### config.mk
export PLATFORM = sky130hd
export DESIGN_NAME = arb_req_queue
export DESIGN_NICKNAME = d
export VERILOG_FILES = /design/src/rtl/arb_req_queue.sv
export SDC_FILE = /design/constraint.sdc
export NUM_CORES = 1
export LEC_CHECK = 0
export ABC_AREA = 1
export BUFFER_PORTS_ARGS = -buffer_cell sky130_fd_sc_hd__buf_2
export CORE_MARGIN = 4
export CORE_UTILIZATION = 30
export CTS_CLUSTER_SIZE = 20
export DETAILED_ROUTE_END_ITERATION = 8
export PLACE_DENSITY = 0.47
export SETUP_SLACK_MARGIN = 0.3
export SYNTH_ARGS = -nofsm -noshare
export SYNTH_HDL_FRONTEND = slang
export SYNTH_SLANG_ARGS = --single-unit
### constraint.sdc
create_clock -name clk -period 4.1 [get_ports clk]
set_clock_uncertainty 0.15 [all_clocks]
set_input_delay 0.205 -clock clk [delete_from_list [all_inputs] [get_ports clk]]
set_output_delay 0.205 -clock clk [all_outputs]
set_load 0.02 [all_outputs]
### src/rtl/arb_req_queue.sv
// Per-requester FIFOs feeding a round-robin arbiter; the granted FIFO
// pops into one registered valid/ready output tagged with its source.
module arb_req_queue #(
    parameter int WIDTH = 4,
    parameter int DW    = 8,
    parameter int DEPTH = 4
) (
    input  logic                         clk,
    input  logic                         reset,
    input  logic [WIDTH-1:0]             in_valid,
    output logic [WIDTH-1:0]             in_ready,
    input  logic [WIDTH*DW-1:0]          in_data,
    output logic [WIDTH-1:0]             request,
    input  logic [WIDTH-1:0]             grant,
    output logic                         out_valid,
    input  logic                         out_ready,
    output logic [DW-1:0]                out_data,
    output logic [(WIDTH>1 ? $clog2(WIDTH) : 1)-1:0] out_port,
    output logic                         grant_drop,
    output logic                         grant_err
);
    localparam int PW = (WIDTH > 1) ? $clog2(WIDTH) : 1;
    localparam int AW = $clog2(DEPTH);
    localparam int CW = AW + 1;

    logic [DW-1:0] mem_q [WIDTH][DEPTH];
    logic [AW-1:0] rd_q  [WIDTH];
    logic [AW-1:0] rd_d  [WIDTH];
    logic [AW-1:0] wr_q  [WIDTH];
    logic [AW-1:0] wr_d  [WIDTH];
    logic [CW-1:0] cnt_q [WIDTH];
    logic [CW-1:0] cnt_d [WIDTH];

    logic          out_valid_q, out_valid_d;
    logic [DW-1:0] out_data_q, out_data_d;
    logic [PW-1:0] out_port_q, out_port_d;
    logic          drop_q, drop_d;
    logic          err_q, err_d;

    logic [WIDTH-1:0] push;
    logic [WIDTH-1:0] pop;
    logic             one_hot;
    logic             multi_hot;
    logic             slot_free;
    logic             pop_ok;
    logic [PW-1:0]    gidx;
    logic [DW-1:0]    head;

    always_comb begin
        in_ready = '0;
        request  = '0;
        for (int i = 0; i < WIDTH; i++) begin
            in_ready[i] = cnt_q[i] < CW'(DEPTH);
            request[i]  = cnt_q[i] != '0;
        end
    end

    assign push      = in_valid & in_ready;
    assign one_hot   = $onehot(grant);
    assign multi_hot = (grant != '0) && !one_hot;
    assign slot_free = !out_valid_q || out_ready;

    always_comb begin
        gidx = '0;
        for (int i = 0; i < WIDTH; i++) begin
            if (grant[i]) gidx = PW'(i);
        end
    end

    // A stale grant (FIFO emptied since request was sampled) is simply dropped.
    assign pop_ok = one_hot && (cnt_q[gidx] != '0) && slot_free;
    assign pop    = pop_ok ? grant : '0;
    assign head   = mem_q[gidx][rd_q[gidx]];

    always_comb begin
        for (int i = 0; i < WIDTH; i++) begin
            rd_d[i]  = rd_q[i];
            wr_d[i]  = wr_q[i];
            cnt_d[i] = cnt_q[i];
            if (push[i]) wr_d[i] = wr_q[i] + AW'(1);
            if (pop[i])  rd_d[i] = rd_q[i] + AW'(1);
            if (push[i] && !pop[i]) cnt_d[i] = cnt_q[i] + CW'(1);
            else if (pop[i] && !push[i]) cnt_d[i] = cnt_q[i] - CW'(1);
        end
    end

    always_comb begin
        out_valid_d = out_valid_q;
        out_data_d  = out_data_q;
        out_port_d  = out_port_q;
        if (pop_ok) begin
            out_valid_d = 1'b1;
            out_data_d  = head;
            out_port_d  = gidx;
        end else if (out_ready) begin
            out_valid_d = 1'b0;
        end
        drop_d = (grant != '0) && !pop_ok;
        err_d  = err_q || multi_hot;
    end

    always_ff @(posedge clk) begin
        if (reset) begin
            for (int i = 0; i < WIDTH; i++) begin
                rd_q[i]  <= '0;
                wr_q[i]  <= '0;
                cnt_q[i] <= '0;
            end
            out_valid_q <= 1'b0;
            out_data_q  <= '0;
            out_port_q  <= '0;
            drop_q      <= 1'b0;
            err_q       <= 1'b0;
        end else begin
            for (int i = 0; i < WIDTH; i++) begin
                rd_q[i]  <= rd_d[i];
                wr_q[i]  <= wr_d[i];
                cnt_q[i] <= cnt_d[i];
            end
            out_valid_q <= out_valid_d;
            out_data_q  <= out_data_d;
            out_port_q  <= out_port_d;
            drop_q      <= drop_d;
            err_q       <= err_d;
        end
    end

    // Storage needs no reset: pointers and counts define what is live.
    always_ff @(posedge clk) begin
        for (int i = 0; i < WIDTH; i++) begin
            if (!reset && push[i]) mem_q[i][wr_q[i]] <= in_data[i*DW +: DW];
        end
    end

    assign out_valid  = out_valid_q;
    assign out_data   = out_data_q;
    assign out_port   = out_port_q;
    assign grant_drop = drop_q;
    assign grant_err  = err_q;
endmodule

==> results of run 1 <==
==> worst max-delay path, stage by stage <==
cell and delay (ns):
dlygate4sd3_1 0.51, buf_2 0.14, inv_1 0.08, fa_1 0.53, inv_1 0.04, ha_1 0.18, ha_1 0.28, nor3b_1 0.20
buf_4 0.16, nand2_1 0.08, nor2_4 0.21, nand3_1 0.15, ha_1 0.21, inv_1 0.10, fa_1 0.41, o21ai_0 0.15
nor2_1 0.05
==> registers in the layout, summed over array words and instances (netlist names) <==
signal / cells
cnt_q: 12
wr_q: 8
grant_err: 1
rd_q: 8
out_valid: 1
mem_q: 128
out_data: 8
out_port: 2
grant_drop: 1
==> logic make-up (layout without fill, tap and decap cells) <==
| family | after synthesis | count (layout) | synth area share, % |
|---|---|---|---|
| simple gates | 373 | 373 | 21.2 |
| flops | 169 | 169 | 59.3 |
| buf+inv | 166 | 278 | 8.65 |
| compound gates | 88 | 88 | 5.60 |
| fa+ha+maj | 28 | 28 | 4.93 |
| xor+xnor | 3 | 3 | 0.334 |
==> repair_timing <==
item | CTS | global route
endpoints found under the hold margin | 142 | 0
hold buffers | 39 | 0
setup buffers | 0 | 0
==> stage by stage <==
stage / hold slack (ns) / power, mW / utilization (%)
final: 0.0375 / 4.42 / 37.2
after CTS: 0.00634 / 4.47 / 37.2
after floorplan: 0.154 / 2.56 / -
after detailed placement: 0.280 / 2.81 / 33.4
after global placement: 0.276 / 2.81 / 33.4
after global routing: 0.0607 / 4.65 / 37.2
==> layout by cell type, fill, tap and decap left out, types with 7 or more instances in the layout <==
master,instances
dfxtp_1,41
dlygate4sd3_1,39
nand4_1,8
buf_2,63
buf_4,11
nand2_1,139
edfxtp_1,128
or2_2,7
ha_1,23
nand3b_1,10
clkbuf_16,17
nand3_1,79
o21ai_0,44
inv_1,126
a21oi_1,43
nor2_1,119
==> worst max-delay path by stage <==
stage                         from                       end  slack, ns
after detailed placement  grant[0]  cnt_q[0][1]$_SDFFE_PP0P_       0.66
after global placement    grant[0]  cnt_q[0][1]$_SDFFE_PP0P_       0.72
after CTS                 grant[0]  cnt_q[0][1]$_SDFFE_PP0P_       0.58
final                     grant[0]  cnt_q[0][1]$_SDFFE_PP0P_       0.57
after floorplan           grant[1]  cnt_q[0][1]$_SDFFE_PP0P_       0.34
after global routing      grant[0]  cnt_q[0][2]$_SDFFE_PP0P_       0.32
==> report_power, final <==
| group | leakage (nW) | total [mW] | internal [mW] | switching (mW) |
|---|---|---|---|---|
| sequential | 1.50 | 2.04 | 1.97 | 0.0719 |
| clock | 0.283 | 1.62 | 0.912 | 0.707 |
| combinational | 2.26 | 0.756 | 0.250 | 0.506 |
==> routing by layer <==
layer | vias up | global-route usage [%] | part of all wire, %
met3 | 11 | 3.09 | 4.2
met4 | 0 | 3.61 | 0.87
met2 | 114 | 24.4 | 48
li1 | 2881 | - | -
met5 | - | 0 | 0
met1 | 2685 | 19.4 | 47
==> area by class of cell <==
cell class / count / share of cell area, %
well taps: 330 / 4.36
repair buffers: 113 / 8.32
flip-flops and latches: 169 / 49.2
clock buffers: 18 / 4.53
multi-input cells: 492 / 26.6
clock inverters: 14 / 1.68
inverters: 133 / 5.32
==> key figures, run 1 <==
Global routing
  • Grt total ovfl: 0
  • Vias in the first global route: 5608
  • GR Util All Layers: 14.6%
  • First-pass GRT wire length: 31800 µm
  • Initial antenna violation count: 0
  • Largest net degree at the start of global routing: 55

Outcome
  • Status: finished clean

Setup path
  • CP Data Arrival Time: 3.70 ns
  • Worst R2R Start: cnt_q[1][0]$_SDFFE_PP0P_
  • CP Max Fanout: 10
  • CP Class: in2reg
  • Setup crit end kind: flop
  • Reg2Reg Setup Slack: 1.63 ns
  • Worst Path Required: 4.27 ns
  • R2R cell count: 12
  • R2r endpoint: cnt_q[0][1]$_SDFFE_PP0P_
  • Startpoint types: input port

Floorplan
  • Die ar.: 0.0289 mm²
  • Standard-cell rows: 58
  • Chip Width: 170 µm
  • Initial core utilization: 30.9%
  • Top Ports: 64
  • Core ar.: 0.0255 mm²
  • Die Y-Extent: 170 µm

STA
  • Final Worst Setup Slack: 0.570 ns
  • Final min period: 3.53 ns
  • Max_slew headroom: 34.1%
  • Count of final hold-check violations: 0
  • Worst Tran Pin Value: 0.984 ns
  • RSZ-0062 raised after global routing: false
  • Post-route clock period utilization: 86.1%
  • Setup violators final: 0
  • Setup TNS: 0 ns
  • Peak Freq: 283 MHz
  • Max-slew violation count: 0

Final layout
  • # nets final: 997
  • Fillers: 2586
  • Register area: 0.00466 mm²
  • Number of diodes: 0
  • Design Area, Final: 0.00948 mm²
  • Layout cells sized above 1: 13.6%
  • Fin cells: 1269
  • Area Overhead vs Synth: 20.5%
  • Area taken by multi-input logic gates: 0.00252 mm²

Route
  • Total Wirelength: 20700 µm
  • Detailed-route DRC error count: 0
  • Vias: 5691
  • Drt initial violations: 315
  • Initial DRT Pass Iterations: 5
  • DR vias/cell: 4.48
  • Drt wl/cell: 16.3 µm
  • ANT nets after route: 0

Hold path
  • Hold Path End: rd_q[2][1]$_SDFFE_PP0P_
  • Hold Path Class: in2reg
  • Min-Delay Path Depth: 3
  • Worst hold start: grant[2]

Clock network
  • CTS buffer count: 17
  • Clk_lat worst skew: 0.43 ns
  • Worst-path clk slew: 0.07 ns
  • CTS tree: built
  • CTS max path bufs: 2
  • Root Driver: clkbuf_16
  • Clk sinks: 169
  • H-tree Lvls: 4
  • Count of cells resized by post-cts repair: 0

Yosys
  • Sequential-to-total area share from yosys stat: 59.3%
  • Post-Syn Area: 0.00787 mm²
  • Ys async rst share: 0%
  • Most frequent cells after synthesis: 139 x nand2_1, 128 x edfxtp_1, 126 x inv_1
  • Post-synthesis area per instance: 9.51 µm²
  • Synth warnings: 0
  • Area fraction of the dominant cell type after synthesis: 48.9%
  • Synthesized flop and latch total: 169
  • Area contributors post-synth: edfxtp_1 49%, dfxtp_1 10%, nand2_1 6.6%
  • Synthesized instance count: 827
  • Post-synth EDFFs: 128
  • Ys flop type: edfxtp_1
  • Post-Syn Nets: 898
  • Synth unique cells: 29
  • Dominant cell type by area after synthesis: edfxtp_1
  • Top-count cell post-synth: nand2_1

Placed design
  • Dpl cells: 1198
  • Dpl hpwl: 14400 µm
  • Routability Congestion: 0.771
  • I/O Buffers: 63
  • Dpl cell area: 0.00850 mm²
  • Setup WS pre-CTS: 0.656 ns

Power and ir drop
  • Power Density: 466 mW/mm²
  • Maximum vdd drop: 0.257 mV
  • Pleak: 4.04 nW

Flow run
  • Max-capacitance violation count: 0
Note: power is estimated with default switching activity, not from simulation.
==> inputs of run 2 (changes only) <==
--- a/config.mk
+++ b/config.mk
@@ -5,7 +5,6 @@
 export SDC_FILE = /design/constraint.sdc
 export NUM_CORES = 1
 export LEC_CHECK = 0
-export ABC_AREA = 1
 export BUFFER_PORTS_ARGS = -buffer_cell sky130_fd_sc_hd__buf_2
 export CORE_MARGIN = 4
 export CORE_UTILIZATION = 30
==> run 2 against run 1 <==
Compared with the run above:
- sequential share of layout area grew 2.1 points
- worst setup slack lost 0.16 ns
- count of clock-buffer cells in the layout is the same
- synthesized cell count shrank 34%
- power grew 9.4%
- hold slack gained 0.033 ns
- utilization grew 0.14 points
==> key figures, run 2 <==
Power and ir drop
  • Switching power: 1.43 mW (+11%)
  • Combinational Power Share: 21.7% (+4.6 points)
  • Clock group share of total power: 33.0% (-3.7 points)
  • Maximum vdd drop: 0.305 mV (+18%)
  • Seq pwr share: 45.3% (-0.9 points)
  • Pleak: 3.44 nW (-15%)
  • Sw Ratio: 29.6% (+0.48 points)
  • Pint: 3.40 mW (+8.6%)
  • Power Density: 532 mW/mm² (+14%)

Flow run
  • Max-capacitance violation count: 0 (unchanged)

Yosys
  • Post-synthesis area per instance: 13.5 µm² (+42%)
  • Post-synthesis mux area share: 7.32% (+7.3 points)
  • Synth Area in Simple Gates: 9.65% (-12 points)
  • Top-count cell post-synth: edfxtp_1
  • Post-Syn Nets: 620 (-31%)
  • Synthesized instance count: 549 (-34%)
  • Ys async rst share: 0% (unchanged)
  • Synth warnings: 0 (unchanged)
  • Synthesized flop and latch total: 169 (unchanged)
  • Synth unique cells: 43 (+48%)
  • Post-synth EDFFs: 128 (unchanged)
  • Synth Area in Compound Gates: 9.38% (+3.8 points)
  • Largest family of logic cells by synthesized area: simple AND/OR/NAND/NOR gates
  • Post-Syn Area: 0.00740 mm² (-5.9%)
  • Area contributors post-synth: edfxtp_1 52%, dfxtp_1 11%, mux2i_1 7.2%
  • Area fraction of the dominant cell type after synthesis: 51.9% (+3.1 points)
  • Synth Area in Adders: 5.24% (+0.31 points)
  • Ys flop type: edfxtp_1
  • Sequential-to-total area share from yosys stat: 63.0% (+3.7 points)
  • Dominant cell type by area after synthesis: edfxtp_1
  • Most frequent cells after synthesis: 128 x edfxtp_1, 53 x mux2i_1, 48 x nor2_1
  • Post-synthesis xor/xnor area fraction: 2.25% (+1.9 points)

Final layout
  • Area Overhead vs Synth: 22.7%
  • Layout Utilization: 37.3% (+0.14 points)
  • Layout cells sized above 1: 19.6% (+5.9 points)
  • Number of diodes: 0 (unchanged)
  • Fillers: 2342 (-9.4%)
  • Most common cell after layout, fill and taps aside: edfxtp_1
  • Commonest cells after routing, fill and taps aside: 128 x edfxtp_1, 63 x buf_2, 53 x mux2i_1
  • # nets final: 717 (-28%)
  • Number of flip-flops in the largest register: 128 (unchanged)

STA
  • Max_slew headroom: 28.8% (-5.3 points)
  • Worst Tran Pin Value: 1.07 ns (+0.0821 ns)
  • Max-slew violation count: 0 (unchanged)
  • Post-route clock period utilization: 89.9% (+3.8 points)
  • Peak Freq: 271 MHz (-4.2%)
  • Setup violators final: 0 (unchanged)
  • RSZ-0062 raised after global routing: false
  • Count of final hold-check violations: 0 (unchanged)
  • Setup TNS: 0 ns (unchanged)
  • Final min period: 3.69 ns (+0.156 ns)

Floorplan
  • Standard-cell rows: 57 (-1.7%)
  • Die ar.: 0.0273 mm² (-5.6%)
  • Chip Width: 165 µm (-2.8%)
  • Die Y-Extent: 165 µm (-2.8%)
  • Core ar.: 0.0243 mm² (-4.5%)
  • Top Ports: 64 (unchanged)
  • Initial core utilization: 30.4% (-0.44 points)

Setup path
  • CP Data Arrival Time: 3.89 ns (+0.19 ns)
  • Slowest CP cell: fa_1
  • Worst Path Required: 4.30 ns (+0.03 ns)
  • Cell repeated most along the worst path: inv_2
  • CP Max Fanout: 4 (-6)
  • Setup crit end kind: flop
  • Crit-path cells: dlygate4sd3_1 -> buf_2 -> inv_2 -> fa_1 -> inv_1 -> ha_2 -> ha_1 -> or3b_4 -> a311oi_4 -> buf_4 -> nand3_4 -> ha_4 -> inv_2 -> fa_2 -> xor2_2 -> or3_4 -> a21oi_2
  • Startpoint types: input port
  • Critical path's largest stage delay: 0.53 ns (about the same)
  • CP Class: in2reg

Clock network
  • CTS max path bufs: 2 (unchanged)
  • H-tree Lvls: 4 (unchanged)
  • Worst-path clk slew: 0.07 ns (about the same)
  • Clk_lat worst skew: 0.42 ns (about the same)
  • Clk sinks: 169 (unchanged)
  • Root Driver: clkbuf_16
  • CTS tree: built
  • CTS buffer count: 17 (unchanged)

Route
  • Vias: 4636 (-19%)
  • Total Wirelength: 17100 µm (-17%)
  • DR vias/cell: 4.72 (+5.2%)
  • Detailed-route DRC error count: 0 (unchanged)
  • Initial DRT Pass Iterations: 5 (unchanged)
  • Drt wl/cell: 17.4 µm (+6.7%)
  • ANT nets after route: 0 (unchanged)
  • Drt initial violations: 192 (-39%)

Global routing
  • Initial antenna violation count: 0 (unchanged)
  • First-pass GRT wire length: 26700 µm (-16%)
  • GR Util All Layers: 13.0% (-1.6 points)
  • Vias in the first global route: 4917 (-12%)
  • Largest net degree at the start of global routing: 65 (+18%)
  • Grt total ovfl: 0 (unchanged)

Hold path
  • Hold Path Class: in2reg

Placed design
  • Routability Congestion: 0.761 (-1.3%)
  • Dpl hpwl: 12000 µm (-16%)
  • I/O Buffers: 63 (unchanged)

Outcome
  • Status: finished clean
[run 2: cell count changes after synthesis, moves of 32 or more]
cell     before  now
a21oi_1      43   11
inv_1       126   22
mux2i_1       0   53
nand2_1     139   38
nand3_1      79    3
nor2_1      119   48
o21ai_0      44    5
[run 2: power by group through the flow]
stage | registers (mW) | logic [mW] | clock network, mW
finish | 2.19 | 1.05 | 1.60
global route | 2.21 | 1.18 | 1.71
CTS | 2.19 | 0.996 | 1.64
detailed placement | 2.23 | 0.963 | 0
global placement | 2.22 | 0.927 | 0
floorplan | 2.21 | 0.660 | 0
[run 2: per-layer routing]
layer	vias up	GRT usage, %	part of all wire [%]
li1	2219	-	-
met1	2336	16.1	44
met2	72	22.7	51
met3	9	3.30	3.9
met4	0	3.06	0.84
met5	-	0	0
[run 2: what timing repair did]
item / in CTS / in global routing
setup buffers: 0 / 7
hold buffers: 33 / 0
setup endpoints to repair: 0 / 14
endpoints found under the hold margin: 129 / 0
resized for setup: 0 / 19
[run 2: cell families after synthesis]
logic type / Yosys count
buffers and inverters: 55
AOI/OAI and AO/OA: 78
DFF: 169
and+or+nand+nor: 146
adders and majority gates: 28
muxes: 54
xor gates and xnor gates: 19
[run 2: worst max-delay path: cells and delay by family]
kind,cells,cell delay [ns]
AO/OA/AOI/OAI,2,0.40
XOR/XNOR,1,0.08
adder cells (fa/ha/maj),5,1.35
buffers and inverters,6,0.98
AND/OR/NAND/NOR,3,0.87
[run 2: metrics by stage]
stage | total power [mW] | instance area (µm²) | hold slack [ns] | std cells | worst slack [ns]
global placement | 3.14 | 8030 | 0.269 | 911 | 0.496
finish | 4.83 | 9080 | 0.0702 | 983 | 0.414
global route | 5.11 | 9080 | 0.0716 | 983 | 0.283
CTS | 4.82 | 8950 | 0.0268 | 976 | 0.326
detailed placement | 3.19 | 8030 | 0.270 | 911 | 0.400
floorplan | 2.87 | 7430 | 0.154 | 549 | 0.321
[run 2: final timing paths]
path,from,endpoint,slack (ns),depth (start not counted)
setup / recovery,grant[0],cnt_q[3][2]$_SDFFE_PP0P_,0.41,17
hold / removal,grant[3],out_port[0]$_SDFFE_PP0N_,0.07,3
setup reg to reg,cnt_q[3][0]$_SDFFE_PP0P_,cnt_q[3][2]$_SDFFE_PP0P_,1.33,10
hold reg to reg,grant_err$_SDFF_PP0_,grant_err$_SDFF_PP0_,0.32,2
[run 2: layout make-up]
type / instances / area (µm²) / share of cell area [%]
flip-flops and latches: 169 / 4660 / 51.4
multi-input cells: 325 / 2590 / 28.5
repair buffers: 110 / 751 / 8.27
clock buffers: 18 / 429 / 4.73
well taps: 324 / 405 / 4.46
clock inverters: 14 / 160 / 1.76
inverters: 23 / 86.3 / 0.951
